`config.mk`:
```
export PLATFORM = sky130hd
export DESIGN_NAME = rocket_flight_unit
export DESIGN_NICKNAME = d
export VERILOG_FILES = /design/src/rtl/rocket_flight_unit.sv
export SDC_FILE = /design/constraint.sdc
export NUM_CORES = 1
export LEC_CHECK = 0
export CAP_MARGIN = 10
export CORE_MARGIN = 5
export CORE_UTILIZATION = 54
export CTS_CLUSTER_SIZE = 24
export DETAILED_ROUTE_END_ITERATION = 10
export PLACE_DENSITY = 0.93
export SLEW_MARGIN = 0
export SYNTH_ARGS = -nofsm -noshare
export SYNTH_HDL_FRONTEND = slang
export SYNTH_SLANG_ARGS = --single-unit
export TNS_END_PERCENT = 1
```
`constraint.sdc`:
```
create_clock -name clk -period 8.5 [get_ports clk]
set_input_delay 1.7 -clock clk [delete_from_list [all_inputs] [get_ports clk]]
set_output_delay 1.7 -clock clk [all_outputs]
set_load 0.02 [all_outputs]
```
`src/rtl/rocket_flight_unit.sv`:
```
// rocket_flight_unit
// Per-rocket slave for the rockets controller. It captures the launch bus on a
// rising isActive, moves the rocket vertically once per frame in fixed point,
// flags a border exit back to the controller, and produces a registered
// drawing request with pixel offsets for the VGA mux.
//
// state  | meaning
// -------+---------------------------------------------------------------
// IDLE   | no rocket in flight, waiting for a rising isActive
// FLYING | rocket moving, one speed step per startOfFrame
// DONE   | rocket crossed a border, frozen until the controller releases it

module rocket_flight_unit #(
    parameter int FRAC_BITS     = 6,
    parameter int BORDER_TOP    = 0,
    parameter int BORDER_BOTTOM = 479,
    parameter int ROCKET_W      = 4,
    parameter int ROCKET_H      = 16
) (
    input  logic               clk,
    input  logic               resetN,
    input  logic               startOfFrame,
    input  logic               isActive,
    input  logic signed [10:0] initialSpeed,
    input  logic signed [10:0] initialX,
    input  logic signed [10:0] initialY,
    input  logic signed [10:0] pixelX,
    input  logic signed [10:0] pixelY,
    output logic signed [10:0] topLeftX,
    output logic signed [10:0] topLeftY,
    output logic               reachedBorder,
    output logic               drawingRequest,
    output logic        [10:0] offsetX,
    output logic        [10:0] offsetY
);

    localparam int POS_W = 11 + FRAC_BITS;

    // Border limits widened by two bits so Y + height cannot overflow.
    localparam logic signed [12:0] TOP_L    = 13'(BORDER_TOP);
    localparam logic signed [12:0] BOTTOM_L = 13'(BORDER_BOTTOM);
    localparam logic signed [12:0] H_M1_L   = 13'(ROCKET_H - 1);
    localparam logic signed [11:0] W_L      = 12'(ROCKET_W);
    localparam logic signed [11:0] H_L      = 12'(ROCKET_H);

    typedef enum logic [1:0] {
        IDLE   = 2'd0,
        FLYING = 2'd1,
        DONE   = 2'd2
    } state_t;

    state_t                   state;
    state_t                   state_n;
    logic                     isActive_d;
    logic                     hist_valid;
    logic signed [POS_W-1:0]  posY_fx;
    logic signed [10:0]       speed;
    logic signed [POS_W-1:0]  speed_ext;
    logic signed [POS_W-1:0]  pos_next;
    logic signed [10:0]       y_next;
    logic signed [12:0]       y_next_w;
    logic                     out_of_bounds;
    logic                     do_launch;
    logic                     do_move;
    logic signed [11:0]       dx;
    logic signed [11:0]       dy;
    logic                     in_box;

    // Integer part of the fixed-point position is the reported Y.
    assign topLeftY = posY_fx[POS_W-1:FRAC_BITS];

    // Flag is gated by isActive so it drops the same cycle the controller clears it.
    assign reachedBorder = (state == DONE) && isActive;

    // Candidate position after one frame step and its border test.
    always_comb begin
        speed_ext     = $signed({{FRAC_BITS{speed[10]}}, speed});
        pos_next      = posY_fx + speed_ext;
        y_next        = pos_next[POS_W-1:FRAC_BITS];
        y_next_w      = $signed({{2{y_next[10]}}, y_next});
        out_of_bounds = (y_next_w < TOP_L) || ((y_next_w + H_M1_L) > BOTTOM_L);
    end

    // State register plus isActive history. hist_valid blocks a launch until
    // isActive_d holds a real sample, so isActive already high out of reset
    // is treated as a missed edge rather than a launch.
    always_ff @(posedge clk or negedge resetN) begin
        if (!resetN) begin
            state      <= IDLE;
            isActive_d <= 1'b0;
            hist_valid <= 1'b0;
        end else begin
            state      <= state_n;
            isActive_d <= isActive;
            hist_valid <= 1'b1;
        end
    end

    // Next-state logic; a cleared isActive wins over everything, including movement.
    always_comb begin
        state_n   = state;
        do_launch = 1'b0;
        do_move   = 1'b0;
        if (!isActive) begin
            state_n = IDLE;
        end else begin
            case (state)
                IDLE: begin
                    if (!isActive_d && hist_valid) begin
                        do_launch = 1'b1;
                        state_n   = FLYING;
                    end
                end
                FLYING: begin
                    if (startOfFrame) begin
                        do_move = 1'b1;
                        if (out_of_bounds) begin
                            state_n = DONE;
                        end
                    end
                end
                DONE: begin
                    state_n = DONE;
                end
                default: begin
                    state_n = IDLE;
                end
            endcase
        end
    end

    // Position and speed registers: capture on launch, step on each frame in flight.
    always_ff @(posedge clk or negedge resetN) begin
        if (!resetN) begin
            posY_fx  <= '0;
            topLeftX <= '0;
            speed    <= '0;
        end else if (do_launch) begin
            posY_fx  <= {initialY, {FRAC_BITS{1'b0}}};
            topLeftX <= initialX;
            speed    <= initialSpeed;
        end else if (do_move) begin
            posY_fx  <= pos_next;
        end
    end

    // Pixel position relative to the rocket box, widened to keep the compare signed-safe.
    always_comb begin
        dx     = $signed({pixelX[10], pixelX}) - $signed({topLeftX[10], topLeftX});
        dy     = $signed({pixelY[10], pixelY}) - $signed({topLeftY[10], topLeftY});
        in_box = (dx >= 12'sd0) && (dx < W_L) && (dy >= 12'sd0) && (dy < H_L);
    end

    // Registered drawing request and offsets, one cycle behind the pixel.
    always_ff @(posedge clk or negedge resetN) begin
        if (!resetN) begin
            drawingRequest <= 1'b0;
            offsetX        <= '0;
            offsetY        <= '0;
        end else begin
            drawingRequest <= (state == FLYING) && in_box;
            offsetX        <= dx[10:0];
            offsetY        <= dy[10:0];
        end
    end

endmodule

```
-- Yosys cells after proc, flatten, opt, wreduce, memory -nomap -nowiden
Cells that the tools add are included.
Widths: inputs -> output; s select.
- register bits after elaboration: 66
- input bits: 59
- output and inout bits: 46
- word-level logic and storage cells: 48
- add/sub/neg operators: 4
- order comparisons: 6
- equality and inequality tests: 5
- muxes and demuxes: 13
- reductions and logical operators: 11
- operators by type and width (kind ; count):
    $mux 17 ; 2
    $ge 12x1->1 const B ; 2
    $sub 11x11->12 ; 2
    $add 17x11->17 ; 1
    $add 11x5->12 const B ; 1
    $gt 12x10->1 const B ; 1
    $lt 12x4->1 const B ; 1
    $lt 12x6->1 const B ; 1
    $lt 11x1->1 const B ; 1
    $ne 3x3->1 const B ; 3
    $mux 2 ; 4
    $logic_and 1x1->1 ; 6
    $mux 1 ; 6
    $pmux 2 s3 ; 1
    $reduce_and 3->1 ; 1
    $eq 2x1->1 const B ; 1
    $eq 2x2->1 const B ; 1
    $logic_not 2->1 ; 1
    $reduce_bool 2->1 ; 1
    $logic_not 1->1 ; 1
    $logic_or 1x1->1 ; 1

-- Longest topological paths before layout
Gate-level depths: netlist of the first run.
- word-level depth: 8
- depth in mapped cells: 12
- depth with buffers taken out: 12

-- Worst setup path after synthesis of the first run
No wires, ideal clock.
- path kind: in2out
- start point: in isActive
- end point: out reachedBorder
- arrival time: 2.146 ns
- required time: 6.800 ns
- path slack: 4.654 ns
- stages on the path: 2
- path buffers: 1
- cells stage by stage: clkbuf_1 -> and2_1
- word-level cells in the longest chain between the ends: 1
- ends and longest elaborated chain (element ; RTL line ; source):
    from (decl) ; 23 ; input logic isActive,
    $logic_and 1x1->1 ; 73 ; assign reachedBorder = (state == DONE) && isActive;
    to (decl) ; 31 ; output logic reachedBorder,
Every way passes these cells.

-- Final worst setup path of the first run
Ends and elaborated chain as after synthesis.

==> results of run 1 <==
==> power groups by stage <==
stage          Sequential [mW]  Clock, mW  Combinational, mW
2_1_floorplan            0.585          0              0.715
6_report                 0.514      0.262               1.16
5_1_grt                  0.529      0.280               1.26
3_3_place_gp             0.512          0               1.08
4_1_cts                  0.513      0.266               1.15
3_5_place_dp             0.520          0               1.14
==> cell families after synthesis <==
family / synth area share
AOI/OAI and AO/OA: 0.175
xor gates and xnor gates: 0.0618
adders and majority gates: 0.135
buffers and inverters: 0.0701
DFF: 0.390
muxes: 0.00473
other: 0.000886
and+or+nand+nor: 0.161
==> sequential cells by signal (all words and copies together), names as in the netlist <==
signal          flops
drawingRequest      1
hist_valid          1
isActive_d          1
offsetX            11
offsetY            11
posY_fx            17
speed              11
state               2
topLeftX           11
==> metal layers <==
metal,wire length (um),global-route usage,vias to the layer above
li1,-,-,1796
met1,4210,0.279,1821
met2,5680,0.412,168
met3,742,0.0439,31
met4,299,0.0966,0
met5,0,0,-
==> synthesized netlist by cell type, types with 3 or more instances <==
| cell | number |
|---|---|
| a211oi_1 | 3 |
| clkbuf_1 | 12 |
| a21o_1 | 6 |
| o31ai_1 | 3 |
| xnor2_1 | 18 |
| o21ai_0 | 31 |
| a21oi_1 | 32 |
| ha_1 | 41 |
| xor2_1 | 10 |
| nand2_1 | 80 |
| o21a_1 | 3 |
| a31oi_1 | 7 |
| and3_1 | 4 |
| nand3_1 | 7 |
| buf_4 | 12 |
| fa_1 | 3 |
| dfrtp_1 | 66 |
| nor2b_1 | 12 |
| a21boi_1 | 3 |
| nor3_1 | 6 |
| inv_1 | 43 |
| nor2_1 | 29 |
==> layout by cell type, fill, tap and decap left out, types with 9 or more instances in the layout <==
master           Yosys  final
inv_1               43     43
xnor2_1             18     18
xor2_1              10     10
clkdlybuf4s50_1      0    103
nor2b_1             12     12
nor2_1              29     29
a21oi_1             32     32
o21ai_0             31     31
ha_1                41     41
nand2_1             80     80
clkbuf_8             0      9
dfrtp_1             66     66
==> stage by stage <==
stage,hold slack [ns],utilization
after global placement,0.466,0.686
final,0.484,0.711
after CTS,0.490,0.711
after detailed placement,0.473,0.686
after global routing,0.517,0.711
after floorplan,0.450,-
==> worst max-delay path, cell delays in order <==
cell	delay [ns]
clkdlybuf4s50_1	0.64
and2_1	0.17
clkdlybuf4s50_1	0.60
==> how the worst max path moves through the flow <==
stage	start	end	slack, ns	cells past startpoint
CTS	isActive	reachedBorder	3.68	3
global route	isActive	reachedBorder	3.63	3
finish	isActive	reachedBorder	3.70	3
global placement	isActive	reachedBorder	3.73	3
detailed placement	isActive	reachedBorder	3.68	3
floorplan	isActive	reachedBorder	4.65	2
==> cell type report <==
class / count / share of cell area
tap: 102 / 0.0233
timing repair buffer: 106 / 0.192
clock inverter: 7 / 0.0128
inverter: 43 / 0.0295
clock buffer: 9 / 0.0226
sequential: 66 / 0.302
multi-input combinational: 341 / 0.418
==> reports/metrics.csv, run 1 <==
metric;value;unit
nets;670;
H-tree levels;3;
GP Congestion;0.860;
status;finished clean;
CTS root buffer;clkbuf_8;
Hold EP;speed[4];
share of cells above drive strength 1;0.0594;
Final Power;1.94;mW
die width;98.5;um
clock share of power;0.136;
FMAX;208;MHz
fin crit period;4.80;ns
DIE AREA;9710;um2
core area;7690;um2
Slew HR;0.454;
Critical Path RT;6.80;ns
Synth Register Bits;66;
Total Routing Usage GR;0.233;
r2r startpoint;posY_fx[0];
RSZ-0062 raised after global routing;false;
clk slew on worst S/H paths;0.07;ns
synthesis-to-layout area growth;29.2;%
Crit Path Max Fanout;9;
fillcell total;571;
routed len/inst;16.2;um
Hold Crit Start;speed[4];
setup slack, reg-to-reg;5.41;ns
ys async rst share;1.00;
mean number of vias per cell;5.66;
grt total ovfl;0;
drt drc;0;
Primary FF master, synth;dfrtp_1;
Synth Warn #;0;
synth unique cells;53;
placed cell areas;5280;um2
Worst R2R End;state[0];
register area share after synthesis;0.390;
final std cells w/o fill;674;
Switch Pwr;0.850;mW
worst hold path type;reg2reg;
Cells after DPL;658;
MaxCap Viol Count;0;
Placement Setup Slack;3.68;ns
Post-CTS Resized;0;
final hold vios;0;
first-pass GRT wire length;18500;um
hold path depth;2;
reg2reg path depth;11;
syn_nets;577;
share of the synthesized area in the top cell type;0.390;
setup_tns;0;ns
Reg power frac;0.266;
DRT iter0 DRCs;296;
Syn Std Cell Area;4230;um2
area leader, netlist;dfrtp_1;
Post-Route WL;10900;um
fin. max-slew vios;0;
Synth Area per Inst;8.93;um2
pwr dens;354;nW/um2
Final Cycle Share;0.565;
hold_buf cts;0;
synth top area cells;dfrtp_1 39%, ha_1 12%, nand2_1 7.1%;
Arr. time, crit path;3.10;ns
vias in the first global route;3909;
initial antenna violation count;0;
Register Area;1650;um2
Inserted Clock Buffers;9;
Sw Ratio;0.439;
Final Skew;0.0112;ns
I/O pins;105;
Die Height;98.5;um
Clock Latency Late Sink;0.35;ns
PortBufs;104;
Final ANT Viol Nets;0;
Leak;2.52;nW
area of the multi-input gates;2280;um2
largest net degree at the start of global routing;67;
CTS tree;built;
slew of the pin with the lowest slew margin;0.820;ns
Setup CP Type;in2out;
Synth Instances;474;
vias post-DR;3816;
Site Rows;32;
PnR worst setup slack;3.70;ns
Max Root-Sink Buffers;2;
EDFF count, synth;0;
TritonRoute pass-1 iters;5;
Max IR drop VDD;0.123;mV
postcts setup bufs;0;
Setup crit end kind;primary output;
power share of the combinational group;0.599;
Worst setup SP type;primary input;
initial core utilization;0.550;
clock sink total;66;
finished layout cell area;5470;um2
DPL Wire Length;8430;um
Final setup viols;0;
Int Pwr;1.09;mW
# diodes;0;
Power figures use the tool's default switching activity.
==> inputs of run 2 (changes only) <==
--- a/config.mk
+++ b/config.mk
@@ -7,10 +7,10 @@
 export LEC_CHECK = 0
 export CAP_MARGIN = 10
 export CORE_MARGIN = 5
-export CORE_UTILIZATION = 54
+export CORE_UTILIZATION = 45
 export CTS_CLUSTER_SIZE = 24
 export DETAILED_ROUTE_END_ITERATION = 10
-export PLACE_DENSITY = 0.93
+export PLACE_DENSITY = 0.84
 export SLEW_MARGIN = 0
 export SYNTH_ARGS = -nofsm -noshare
 export SYNTH_HDL_FRONTEND = slang
==> constraint.sdc (replaced) <==
create_clock -name clk -period 4.4 [get_ports clk]
set_input_delay 0.88 -clock clk [delete_from_list [all_inputs] [get_ports clk]]
set_output_delay 0.88 -clock clk [all_outputs]
set_load 0.02 [all_outputs]
==> reports/metrics.csv, run 2 (synthesis results as in run 1) <==
metric;value;unit;change
status;finished clean;;
vias post-DR;3673;;-3.7%
final hold vios;0;;unchanged
# diodes;0;;unchanged
DPL Wire Length;8360;um;-0.90%
synthesis-to-layout area growth;29.8;%;
RSZ-0062 raised after global routing;false;;
PortBufs;104;;unchanged
launching element of the worst setup path;pixelX[0];;
fin. max-slew vios;0;;unchanged
largest net degree at the start of global routing;44;;-34%
Clock Latency Late Sink;0.35;ns;about the same
commonest cells after routing, fill and taps aside;103 x clkdlybuf4s50_1, 80 x nand2_1, 66 x dfrtp_1, 43 x inv_1, 41 x ha_1;;
Final ANT Viol Nets;0;;unchanged
FMAX;307;MHz;
die width;107;um;+8.6%
Leak;2.52;nW;about the same
CTS tree;built;;
finished layout cell area;5490;um2;+0.41%
I/O pins;105;;unchanged
DRT iter0 DRCs;214;;-28%
Placement Setup Slack;0.793;ns;-2.89 ns
CTS root buffer;clkbuf_8;;
DIE AREA;11400;um2;+18%
GP Congestion;0.845;;-1.7%
worst path buffer plus inverter count;2;;unchanged
Setup CP Type;in2reg;;
Inserted Clock Buffers;9;;unchanged
H-tree levels;3;;unchanged
Die Height;107;um;+8.6%
Arr. time, crit path;3.52;ns;+0.42 ns
fillcell total;790;;+38%
Critical Path RT;4.66;ns;-2.14 ns
placed cell areas;5290;um2;+0.21%
Cell Chain, Critical Path;clkdlybuf4s50_1 > inv_1 > ha_1 > fa_1 > nor2b_1 > o21ai_0 > a21boi_1 > o21ai_0 > nor2b_1 > xnor2_1 > nor4_1 > nand4b_1 > nor4b_2;;
initial antenna violation count;0;;unchanged
fin util;0.597;;-0.114
Final Cycle Share;0.741;;
r2r startpoint;posY_fx[0];;
Slew HR;0.334;;-0.120
clk slew on worst S/H paths;0.08;ns;about the same
Max Root-Sink Buffers;2;;unchanged
slowest CP cell;clkdlybuf4s50_1;;
vias in the first global route;3701;;-5.3%
pwr dens;681;nW/um2;+92%
number of flip-flops under the largest register name;17;;unchanged
slew of the pin with the lowest slew margin;0.999;ns;+0.180 ns
worst hold path type;reg2reg;;
Post-CTS Resized;0;;unchanged
grt total ovfl;0;;unchanged
Crit Path Max Fanout;2;;-7
Worst path max stage delay;0.45;ns;-0.19 ns
nets;670;;unchanged
Post-Route WL;10800;um;-1.5%
TritonRoute pass-1 iters;4;;-1
hold_buf cts;0;;unchanged
clock sink total;66;;unchanged
first-pass GRT wire length;17500;um;-5.1%
commonest non-fill, non-tap cell in the layout;clkdlybuf4s50_1;;
Final Skew;0.0116;ns;+0.000407 ns
routed len/inst;15.8;um;-2.8%
MaxCap Viol Count;0;;unchanged
Site Rows;35;;+9.4%
mean number of vias per cell;5.38;;-5.0%
Hold Crit Start;speed[0];;
Setup crit end kind;flop;;
fin crit period;3.26;ns;
share of cells above drive strength 1;0.0577;;-0.00175
initial core utilization;0.460;;-0.0903
Top reg by flops;posY_fx;;
Top delay family on crit path;simple AND/OR/NAND/NOR gates;;
Final setup viols;0;;unchanged
Worst setup SP type;primary input;;
drt drc;0;;unchanged
Max IR drop VDD;0.240;mV;+95%
setup slack, reg-to-reg;1.38;ns;-4.03 ns
core area;9200;um2;+20%
postcts setup bufs;0;;unchanged
PnR worst setup slack;1.14;ns;-2.56 ns
Total Routing Usage GR;0.192;;-0.0417
setup_tns;0;ns;unchanged
[run 2: path summary, 6_finish.rpt]
kind / end / cells after the start
worst min register to register: speed[0] / 2
worst min-delay path: speed[0] / 2
worst max register to register: state[0] / 11
max in group asynchronous: speed[5] / 2
min in group asynchronous: topLeftX[2] / 1
worst max-delay path: drawingRequest / 13
[run 2: worst register-to-register path: stages, from the launching register on]
cell and delay [ns]:
dfrtp_1 0.39, ha_1 0.26, fa_1 0.42, a21oi_1 0.29, o211ai_2 0.15, o21a_1 0.22, and3_1 0.18, a211o_1 0.24
a31oi_1 0.22, o2111a_2 0.25, o21ai_2 0.09, a31o_1 0.22
[run 2: area by class of cell]
cell class / instances / area (um2) / share of cell area
multi-input combinational: 341 / 2280 / 0.416
clock buffer: 12 / 155 / 0.0283
clock inverter: 4 / 50.0 / 0.00911
timing repair buffer: 106 / 1050 / 0.191
inverter: 43 / 161 / 0.0294
tap: 111 / 139 / 0.0253
sequential: 66 / 1650 / 0.301
[run 2: through the flow]
step	power, mW	cells	hold slack (ns)
6_report	3.74	683	0.492
5_1_grt	4.00	683	0.523
4_1_cts	3.75	683	0.494
3_5_place_dp	3.19	667	0.475
3_3_place_gp	3.11	667	0.468
2_1_floorplan	2.51	474	0.450
[run 2: report_power, final]
group / switching (mW) / internal (mW)
clock network: 0.244 / 0.292
registers: 0.157 / 0.838
logic: 1.21 / 0.998
[run 2: per-layer routing]
metal | wire, um | global-route usage | vias up
met1 | 4540 | 0.231 | 1739
li1 | - | - | 1775
met5 | 0 | 0 | -
met2 | 5290 | 0.328 | 123
met4 | 410 | 0.0968 | 0
met3 | 543 | 0.0349 | 36
